## config.mk

```make
export PLATFORM = sky130hd
export DESIGN_NAME = branch_pred_unit
export DESIGN_NICKNAME = d
export VERILOG_FILES = /design/src/rtl/branch_pkg.sv /design/src/rtl/branch_btb.sv /design/src/rtl/branch_pred_unit.sv
export SDC_FILE = /design/constraint.sdc
export NUM_CORES = 1
export LEC_CHECK = 0
export BUFFER_PORTS_ARGS = -buffer_cell sky130_fd_sc_hd__buf_2
export CORE_UTILIZATION = 54
export DETAILED_ROUTE_END_ITERATION = 7
export MAX_ROUTING_LAYER = met4
export PLACE_DENSITY = 0.83
export SYNTH_ARGS = -nofsm -noshare
export SYNTH_HDL_FRONTEND = slang
export SYNTH_SLANG_ARGS = --single-unit
export TNS_END_PERCENT = 5
```

## constraint.sdc

```tcl
create_clock -name clk -period 4.4 [get_ports clk]
set_input_delay 1.1 -clock clk [delete_from_list [all_inputs] [get_ports clk]]
set_output_delay 1.1 -clock clk [all_outputs]
set_load 0.01 [all_outputs]
```

## src/rtl/branch_pkg.sv

```systemverilog
// Shared encodings for the branch unit: branch-select codes, 2-bit counter states
// and the saturating counter update used by the BTB.
package branch_pkg;

  localparam logic [1:0] BS_NONE = 2'b00;
  localparam logic [1:0] BS_COND = 2'b01;
  localparam logic [1:0] BS_JR   = 2'b10;
  localparam logic [1:0] BS_JMP  = 2'b11;

  localparam logic [1:0] SNT = 2'b00;
  localparam logic [1:0] WNT = 2'b01;
  localparam logic [1:0] WT  = 2'b10;
  localparam logic [1:0] ST  = 2'b11;

  function automatic logic [1:0] ctr_next(input logic [1:0] ctr, input logic taken);
    logic [1:0] r;
    r = ctr;
    if (taken && (ctr != ST)) begin
      r = ctr + 2'd1;
    end else if (!taken && (ctr != SNT)) begin
      r = ctr - 2'd1;
    end
    return r;
  endfunction

endpackage

```

## src/rtl/branch_btb.sv

```systemverilog
// Tag-less direct-mapped BTB: valid bits, targets and 2-bit counters with one
// combinational read port and one synchronous update port.
module branch_btb #(
  parameter int unsigned XLEN  = 32,
  parameter int unsigned DEPTH = 16,
  parameter int unsigned IdxW  = $clog2(DEPTH)
) (
  input  logic            clk,
  input  logic            rst_n,
  input  logic [IdxW-1:0] i_rd_idx,
  output logic            o_rd_valid,
  output logic [1:0]      o_rd_ctr,
  output logic [XLEN-1:0] o_rd_tgt,
  input  logic            i_wr_en,
  input  logic [IdxW-1:0] i_wr_idx,
  input  logic            i_wr_taken,
  input  logic [XLEN-1:0] i_wr_tgt
);
  import branch_pkg::*;

  logic [DEPTH-1:0] r_valid;
  logic [1:0]       r_ctr [DEPTH];
  logic [XLEN-1:0]  r_tgt [DEPTH];

  // Read returns pre-update contents; no write-to-read bypass.
  assign o_rd_valid = r_valid[i_rd_idx];
  assign o_rd_ctr   = r_ctr[i_rd_idx];
  assign o_rd_tgt   = r_tgt[i_rd_idx];

  always_ff @(posedge clk) begin
    if (!rst_n) begin
      r_valid <= '0;
      r_ctr   <= '{default: WNT};
    end else if (i_wr_en) begin
      if (r_valid[i_wr_idx]) begin
        r_ctr[i_wr_idx] <= ctr_next(r_ctr[i_wr_idx], i_wr_taken);
        if (i_wr_taken) begin
          r_tgt[i_wr_idx] <= i_wr_tgt;
        end
      end else if (i_wr_taken) begin
        r_valid[i_wr_idx] <= 1'b1;
        r_ctr[i_wr_idx]   <= WT;
        r_tgt[i_wr_idx]   <= i_wr_tgt;
      end
    end
  end

endmodule

```

## src/rtl/branch_pred_unit.sv

```systemverilog
// Fetch PC, BTB-based prediction, execute-stage resolution and delayed flush chain.
// Define BRANCH_PRED_STATS_EN to build the saturating branch/mispredict counters.
module branch_pred_unit #(
  parameter int unsigned    XLEN         = 32,
  parameter int unsigned    BTB_DEPTH    = 16,
  parameter int unsigned    FLUSH_STAGES = 2,
  parameter logic [XLEN-1:0] RESET_VEC   = '0
) (
  input  logic                    clk,
  input  logic                    rst_n,
  input  logic                    stall,
  input  logic                    ex_valid,
  input  logic [1:0]              ex_bs,
  input  logic                    ex_ps,
  input  logic                    ex_zero,
  input  logic [XLEN-1:0]         ex_pc,
  input  logic [XLEN-1:0]         ex_bra,
  input  logic [XLEN-1:0]         ex_raa,
  input  logic                    ex_pred_taken,
  input  logic [XLEN-1:0]         ex_pred_target,
  output logic [XLEN-1:0]         pc,
  output logic                    pred_taken,
  output logic [XLEN-1:0]         pred_target,
  output logic                    flush,
  output logic [FLUSH_STAGES-1:0] flush_dly,
  output logic [31:0]             stat_br,
  output logic [31:0]             stat_mis
);
  import branch_pkg::*;

  localparam int unsigned IdxW = $clog2(BTB_DEPTH);
  localparam logic [XLEN-1:0] PcOne = XLEN'(1);

  logic [XLEN-1:0]         r_pc;
  logic [XLEN-1:0]         w_pc_nxt;
  logic                    r_flush;
  logic [FLUSH_STAGES-1:0] r_flush_dly;
  logic [FLUSH_STAGES-1:0] w_flush_dly_nxt;
  logic                    w_resolve;
  logic                    w_act_taken;
  logic [XLEN-1:0]         w_act_target;
  logic                    w_mis;
  logic                    w_btb_we;
  logic                    w_rd_valid;
  logic [1:0]              w_rd_ctr;
  logic [XLEN-1:0]         w_rd_tgt;

  branch_btb #(
    .XLEN  (XLEN),
    .DEPTH (BTB_DEPTH),
    .IdxW  (IdxW)
  ) u_btb (
    .clk        (clk),
    .rst_n      (rst_n),
    .i_rd_idx   (r_pc[IdxW-1:0]),
    .o_rd_valid (w_rd_valid),
    .o_rd_ctr   (w_rd_ctr),
    .o_rd_tgt   (w_rd_tgt),
    .i_wr_en    (w_btb_we),
    .i_wr_idx   (ex_pc[IdxW-1:0]),
    .i_wr_taken (w_act_taken),
    .i_wr_tgt   (w_act_target)
  );

  assign pred_taken  = w_rd_valid & w_rd_ctr[1];
  assign pred_target = w_rd_tgt;

  always_comb begin
    w_resolve    = ex_valid && (ex_bs != BS_NONE);
    w_act_taken  = (ex_bs == BS_COND) ? (ex_ps ^ ex_zero) : 1'b1;
    w_act_target = (ex_bs == BS_JR) ? ex_raa : ex_bra;
    w_mis        = w_resolve && ((w_act_taken != ex_pred_taken) ||
                                 (w_act_taken && (ex_pred_target != w_act_target)));
    // Register jumps are never allocated: their targets are data-dependent.
    w_btb_we     = w_resolve && ((ex_bs == BS_COND) || (ex_bs == BS_JMP));
  end

  always_comb begin
    w_pc_nxt = r_pc + PcOne;
    if (w_mis) begin
      w_pc_nxt = w_act_taken ? w_act_target : (ex_pc + PcOne);
    end else if (stall) begin
      w_pc_nxt = r_pc;
    end else if (pred_taken) begin
      w_pc_nxt = pred_target;
    end
  end

  always_comb begin
    w_flush_dly_nxt    = '0;
    w_flush_dly_nxt[0] = r_flush;
    for (int i = 1; i < FLUSH_STAGES; i++) begin
      w_flush_dly_nxt[i] = r_flush_dly[i-1];
    end
  end

  always_ff @(posedge clk) begin
    if (!rst_n) begin
      r_pc        <= RESET_VEC;
      r_flush     <= 1'b1;
      r_flush_dly <= '1;
    end else begin
      r_pc        <= w_pc_nxt;
      r_flush     <= w_mis;
      r_flush_dly <= w_flush_dly_nxt;
    end
  end

  assign pc        = r_pc;
  assign flush     = r_flush;
  assign flush_dly = r_flush_dly;

`ifdef BRANCH_PRED_STATS_EN
  logic [31:0] r_stat_br;
  logic [31:0] r_stat_mis;

  always_ff @(posedge clk) begin
    if (!rst_n) begin
      r_stat_br  <= '0;
      r_stat_mis <= '0;
    end else begin
      if (w_resolve && (r_stat_br != '1)) begin
        r_stat_br <= r_stat_br + 32'd1;
      end
      if (w_mis && (r_stat_mis != '1)) begin
        r_stat_mis <= r_stat_mis + 32'd1;
      end
    end
  end

  assign stat_br  = r_stat_br;
  assign stat_mis = r_stat_mis;
`else
  assign stat_br  = '0;
  assign stat_mis = '0;
`endif

endmodule

```

==> results of run 1 <==
## final timing paths
kind | from | to | slack (ns) | cells past startpoint
setup / recovery | flip-flop | pred_target[24] | 0.17 | 5
hold / removal | flush_dly[0] | flush_dly[1] | 0.45 | 1
setup reg to reg | pc[0] | pc[18] | 1.15 | 9
hold reg to reg | flush_dly[0] | flush_dly[1] | 0.45 | 1
## power breakdown
part           internal (mW)  total (mW)  switching (mW)
sequential              6.28        6.42           0.143
clock                   2.99        5.14            2.15
combinational          0.776        1.93            1.15
total                   10.0        13.5            3.45
## layer usage
layer / up-vias / global-route usage [%]
li1: 7105 / -
met1: 8679 / 41.0
met2: 1410 / 51.4
met3: 259 / 8.60
met4: 0 / 17.4
met5: - / -
## metrics by stage
stage / setup TNS, ns / instance area, µm²
floorplan: 0 / 26700
global placement: -0.303 / 28500
detailed placement: -3.21 / 28500
CTS: 0 / 30400
global route: 0 / 30400
finish: 0 / 30400
## final cells by class
type,count,area share [%]
inverters,36,0.444
repair buffers,283,5.88
flip-flops and latches,599,56.3
clock buffers,64,4.84
clock inverters,41,1.52
well taps,615,2.53
multi-input cells,991,28.5
## sequential cells by signal, summed over array words and instances (netlist names), named ones only
signal / flops
flush_dly: 2
u_btb.r_ctr: 32
pc: 32
u_btb.r_tgt: 512
u_btb.r_valid: 16
flush: 1
## worst max-delay path, stage by stage (launching register included)
cell and delay [ns]:
dfxtp_4 0.83, buf_4 0.43, mux4_2 0.56, a22oi_1 0.21, nand2_1 0.24, buf_2 0.22
## placed cells by master (no fill, tap or decap), types with 26 or more instances in the layout
| cell type | n |
|---|---|
| conb_1 | 64 |
| inv_1 | 35 |
| mux4_2 | 168 |
| edfxtp_1 | 512 |
| clkbuf_16 | 58 |
| a21oi_1 | 55 |
| xnor2_1 | 37 |
| xor2_1 | 26 |
| nor2_1 | 138 |
| nand3_1 | 52 |
| buf_4 | 65 |
| buf_2 | 204 |
| nand2_1 | 108 |
| o21ai_0 | 66 |
| dfxtp_1 | 84 |
## kinds of logic (layout without fill, tap and decap cells)
family / count (synthesis) / after routing / share of synthesized area (%)
multiplexers: 208 / 208 / 16.0
flip-flops: 599 / 599 / 64.7
buffers and inverters: 201 / 424 / 4.00
AO/OA/AOI/OAI: 228 / 228 / 5.59
XOR/XNOR: 63 / 63 / 2.08
other: 1 / 64 / 0.0142
AND/OR/NAND/NOR: 421 / 421 / 7.35
adder cells (fa/ha/maj): 7 / 7 / 0.331
==> impl_metrics.tcl, run 1 <==
set metrics [dict create \
    clockBufferDepth 3 \
    fmax_ghz 0.236 \
    drc 0 \
    ys_ff_latch 599 \
    cts-root-buf "clkbuf_16" \
    finalCritPeriodShare_pct 96.2 \
    worstMarginPinSlew_ns 1.14 \
    place_worst_setup_slack_ns -0.145 \
    drv_cap 0 \
    ys.flop_type "edfxtp_1" \
    rows 80 \
    grt_overflow 0 \
    hold_path.class "reg2reg" \
    synth_top_cell_by_area "edfxtp_1" \
    drt_iter0_markers 2697 \
    skew_ns 0.0155 \
    fin_ws_ns 0.166 \
    postCtsHoldBufs 0 \
    wl_met1_mm 27.4 \
    die_x_um 223 \
    critPathMaxFanout 27 \
    dp_hpwl_mm 50.8 \
    place_inst 2524 \
    netlist_top_cells_area "edfxtp_1 58%, mux4_2 14%, dfxtp_1 6.6%, nor2_1 2.2%, buf_4 1.9%" \
    post_cts_buffers 0 \
    initial_core_util_pct 55.1 \
    gp_congestion 0.986 \
    grt_pass1_vias 16967 \
    yosysSeqAreaShare_pct 64.7 \
    endpoint_kind "output pin" \
    area_growth_pct 14.9 \
    grt_use_total_pct 33.4 \
    cts_tree "built" \
    total_power_mw 13.5 \
    clkTransAtPathRegs_ns 0.06 \
    drv_slew 0 \
    finalSetupViolations 0 \
    antenna_found_initial 0 \
    drtPass1Iterations 6 \
    rsz0062_at_grt "no" \
    slew_headroom_pct 23.7 \
    drt-total-wl_mm 79.9 \
    grt_pass1_wl_mm 114 \
    whs_ns 0.451 \
    fill_cells 3321 \
    synthArstFlopShare_pct 0 \
    wl_met2_mm 37.7 \
    startpoint_type "flip-flop" \
    coreArea_um2 48000 \
    postRouteAntennaNets 0 \
    top_layer_used "met4" \
    cts_buffers 58 \
    clk_latency_ns 0.63 \
    drive_gt1_share_pct 29.3 \
    cts_resized 0 \
    status "finished clean" \
    die_area_um2 49900 \
    pin_count 269 \
    clock_sinks 599 \
    max-vdd-ir-drop_v 0.000371 \
    multiInputGateArea_um2 8670 \
    synth-edff-count 512 \
    final_cells 2629 \
    arrival_ns 3.13 \
    diodes 0 \
    cts_max_level 2 \
    met3_length_mm 10.0 \
    die_h_um 223 \
    seqCellArea_um2 17100 \
    required_ns 3.30 \
    p_leak_nw 10.3 \
    wl_per_cell_um 30.4 \
    synth.avg_cell_area_um2 15.3 \
    ys_warn_count 0 \
    synth.most_common_cell "edfxtp_1" \
    synth_commonest_cells "512 x edfxtp_1, 168 x mux4_2, 154 x nor2_1" \
    portBuffers 204 \
    grt_max_degree 73 \
    final_util_pct 63.3 \
    netlist_instances 1728 \
    viasPerCell 6.64 \
    dr_total_vias 17453 \
    hold_violations 0 \
    fin_nets 2113 \
    ys_types 71 \
    synth_top_area_share_pct 58.1 \
    synthesis.area_um2 26500 \
    powerDensity_nw_per_um2 443 \
    fin_crit_ns 4.23 \
    path_class "reg2out" \
]
Power figures use the tool's default switching activity.
==> run 2, diff against run 1 <==
--- a/config.mk
+++ b/config.mk
@@ -6,9 +6,9 @@
 export NUM_CORES = 1
 export LEC_CHECK = 0
 export BUFFER_PORTS_ARGS = -buffer_cell sky130_fd_sc_hd__buf_2
+export CAP_MARGIN = 20
 export CORE_UTILIZATION = 54
 export DETAILED_ROUTE_END_ITERATION = 7
-export MAX_ROUTING_LAYER = met4
 export PLACE_DENSITY = 0.83
 export SYNTH_ARGS = -nofsm -noshare
 export SYNTH_HDL_FRONTEND = slang
==> constraint.sdc (replaced) <==
create_clock -name clk -period 4.4 [get_ports clk]
set_input_delay 0.88 -clock clk [delete_from_list [all_inputs] [get_ports clk]]
set_output_delay 0.88 -clock clk [all_outputs]
set_load 0.01 [all_outputs]
==> run 2 against run 1 <==
Effect of this change:
- worst hold slack got worse by 0.012 ns
- first-iteration DRC count rose by 1.9%
- sequential power barely moved
- via count rose by 0.42%
- register-to-register slack improved by 0.10 ns
- core utilization fell by 0.078 points
- critical path type unchanged
- highest routed layer is now met5
==> impl_metrics.tcl, run 2 (synthesis results as in run 1) <==
set metrics [dict create \
    status "finished clean" \
    finalSetupViolations 0 \
    pin_count 269 \
    skew_ns 0.0237 \
    postCtsHoldBufs 0 \
    r2r_slack_ns 1.25 \
    drt-total-wl_mm 79.3 \
    cts_tree "built" \
    final_common_cell "edfxtp_1" \
    endpoint_kind "output pin" \
    portBuffers 204 \
    area_growth_pct 14.8 \
    clock_sinks 599 \
    p_comb_share_pct 13.9 \
    grt_overflow 0 \
    dpl_cell_area_um2 28300 \
    clk_latency_ns 0.63 \
    grt_pass1_wl_mm 113 \
    die_area_um2 49900 \
    arrival_ns 3.23 \
    grt_pass1_vias 17010 \
    largest_register_ffs 512 \
    cp_cell_sequence "nand3_1 -> a221oi_1 -> o21ai_0 -> o22a_2 -> inv_2 -> buf_2" \
    place_inst 2517 \
    cts_max_level 2 \
    gp_congestion 0.953 \
    max-vdd-ir-drop_v 0.000306 \
    rows 80 \
    fin_crit_ns 4.11 \
    final.setup.tns_ns 0 \
    drc 0 \
    r2r-start "pc[0]" \
    powerDensity_nw_per_um2 449 \
    clkTransAtPathRegs_ns 0.06 \
    drv_slew 0 \
    total_power_mw 13.6 \
    path_delay_family "buffers and inverters" \
    rsz0062_at_grt "no" \
    slew_headroom_pct 27.3 \
    fmax_ghz 0.243 \
    grt_use_total_pct 32.0 \
    power.share.clock_pct 39.0 \
    final_cell_mix "512 x edfxtp_1, 204 x buf_2, 168 x mux4_2" \
    max_stage_delay_ns 0.73 \
    fin_nets 2107 \
    cts_resized 0 \
    viasPerCell 6.67 \
    postRouteAntennaNets 0 \
    largest_register "u_btb.r_tgt" \
    stdcell_area_um2 30400 \
    reg2regPathDepth 9 \
    coreArea_um2 48000 \
    swShare_pct 25.1 \
    clockBufferDepth 3 \
    die_x_um 223 \
    crit_slowest_cell "dfxtp_1" \
    endpoint "pred_taken" \
    finalCritPeriodShare_pct 93.4 \
    worstMarginPinSlew_ns 1.09 \
    cts-root-buf "clkbuf_16" \
    cts_buffers 59 \
    drive_gt1_share_pct 29.2 \
    startpoint_type "flip-flop" \
    path_depth 6 \
    drt_iter0_markers 2747 \
    p_seq_share_pct 47.1 \
    switchingPower_mw 3.43 \
    dr_total_vias 17527 \
    hold_violations 0 \
    final_cells 2629 \
    worstReg2RegEnd "pc[18]" \
    fill_cells 3324 \
    p_leak_nw 10.3 \
    drv_cap 0 \
    dp_hpwl_mm 50.5 \
    intPower_mw 10.2 \
    initial_core_util_pct 55.1 \
    die_h_um 223 \
    drtPass1Iterations 6 \
    wl_per_cell_um 30.1 \
    post_cts_buffers 0 \
    critPathMaxFanout 45 \
    required_ns 3.52 \
    antenna_found_initial 4 \
    grt_max_degree 61 \
    worstSetupStartpoint "pc[1]" \
    path_buf_inv 2 \
    hold_path.class "reg2reg" \
    path_class "reg2out" \
]
[run 2: cell type report]
cell class,count,area (µm²),share of cell area [%]
antenna,3,7.51,0.0247
clock buffer,68,1530,5.04
clock inverter,41,512,1.68
inverter,36,135,0.445
multi-input combinational,991,8670,28.5
sequential,599,17100,56.4
tap,615,769,2.53
timing repair buffer,276,1640,5.39
[run 2: stage by stage]
step / worst slack (ns) / hold WS (ns) / util (%)
finish: 0.292 / 0.439 / 63.2
CTS: 0.347 / 0.447 / 63.2
global placement: 0.121 / 0.420 / 59.0
detailed placement: 0.0422 / 0.434 / 59.0
floorplan: 0.607 / 0.450 / -
global route: 0.153 / 0.459 / 63.2
[run 2: power groups by stage]
stage / logic [mW] / registers (mW) / clock network, mW
finish: 1.89 / 6.43 / 5.33
CTS: 1.86 / 6.42 / 5.34
detailed placement: 1.84 / 6.54 / 0
global route: 1.98 / 6.44 / 5.54
floorplan: 1.21 / 6.46 / 0
global placement: 1.81 / 6.54 / 0
[run 2: worst min path at each step]
stage / startpoint / end / slack, ns / cells past startpoint
2_1_floorplan: u_btb.r_valid[8] / u_btb.r_valid[8] / 0.45 / 2
3_3_place_gp: flush_dly[0] / flush_dly[1] / 0.42 / 1
3_5_place_dp: flush_dly[0] / flush_dly[1] / 0.43 / 1
4_1_cts: flush_dly[0] / flush_dly[1] / 0.45 / 1
5_1_grt: flush_dly[0] / flush_dly[1] / 0.46 / 1
6_report: flush_dly[0] / flush_dly[1] / 0.44 / 1
[run 2: metal layers]
| metal | track usage (%) | wire length [µm] | share of wire, % | up-vias |
|---|---|---|---|---|
| met5 | 0 | 26 | 0.033 | - |
| met4 | 18.3 | 5160 | 6.5 | 4 |
| met3 | 7.44 | 9990 | 13 | 276 |
| met2 | 50.4 | 36900 | 47 | 1415 |
| met1 | 41.2 | 27200 | 34 | 8723 |
| li1 | - | - | - | 7109 |
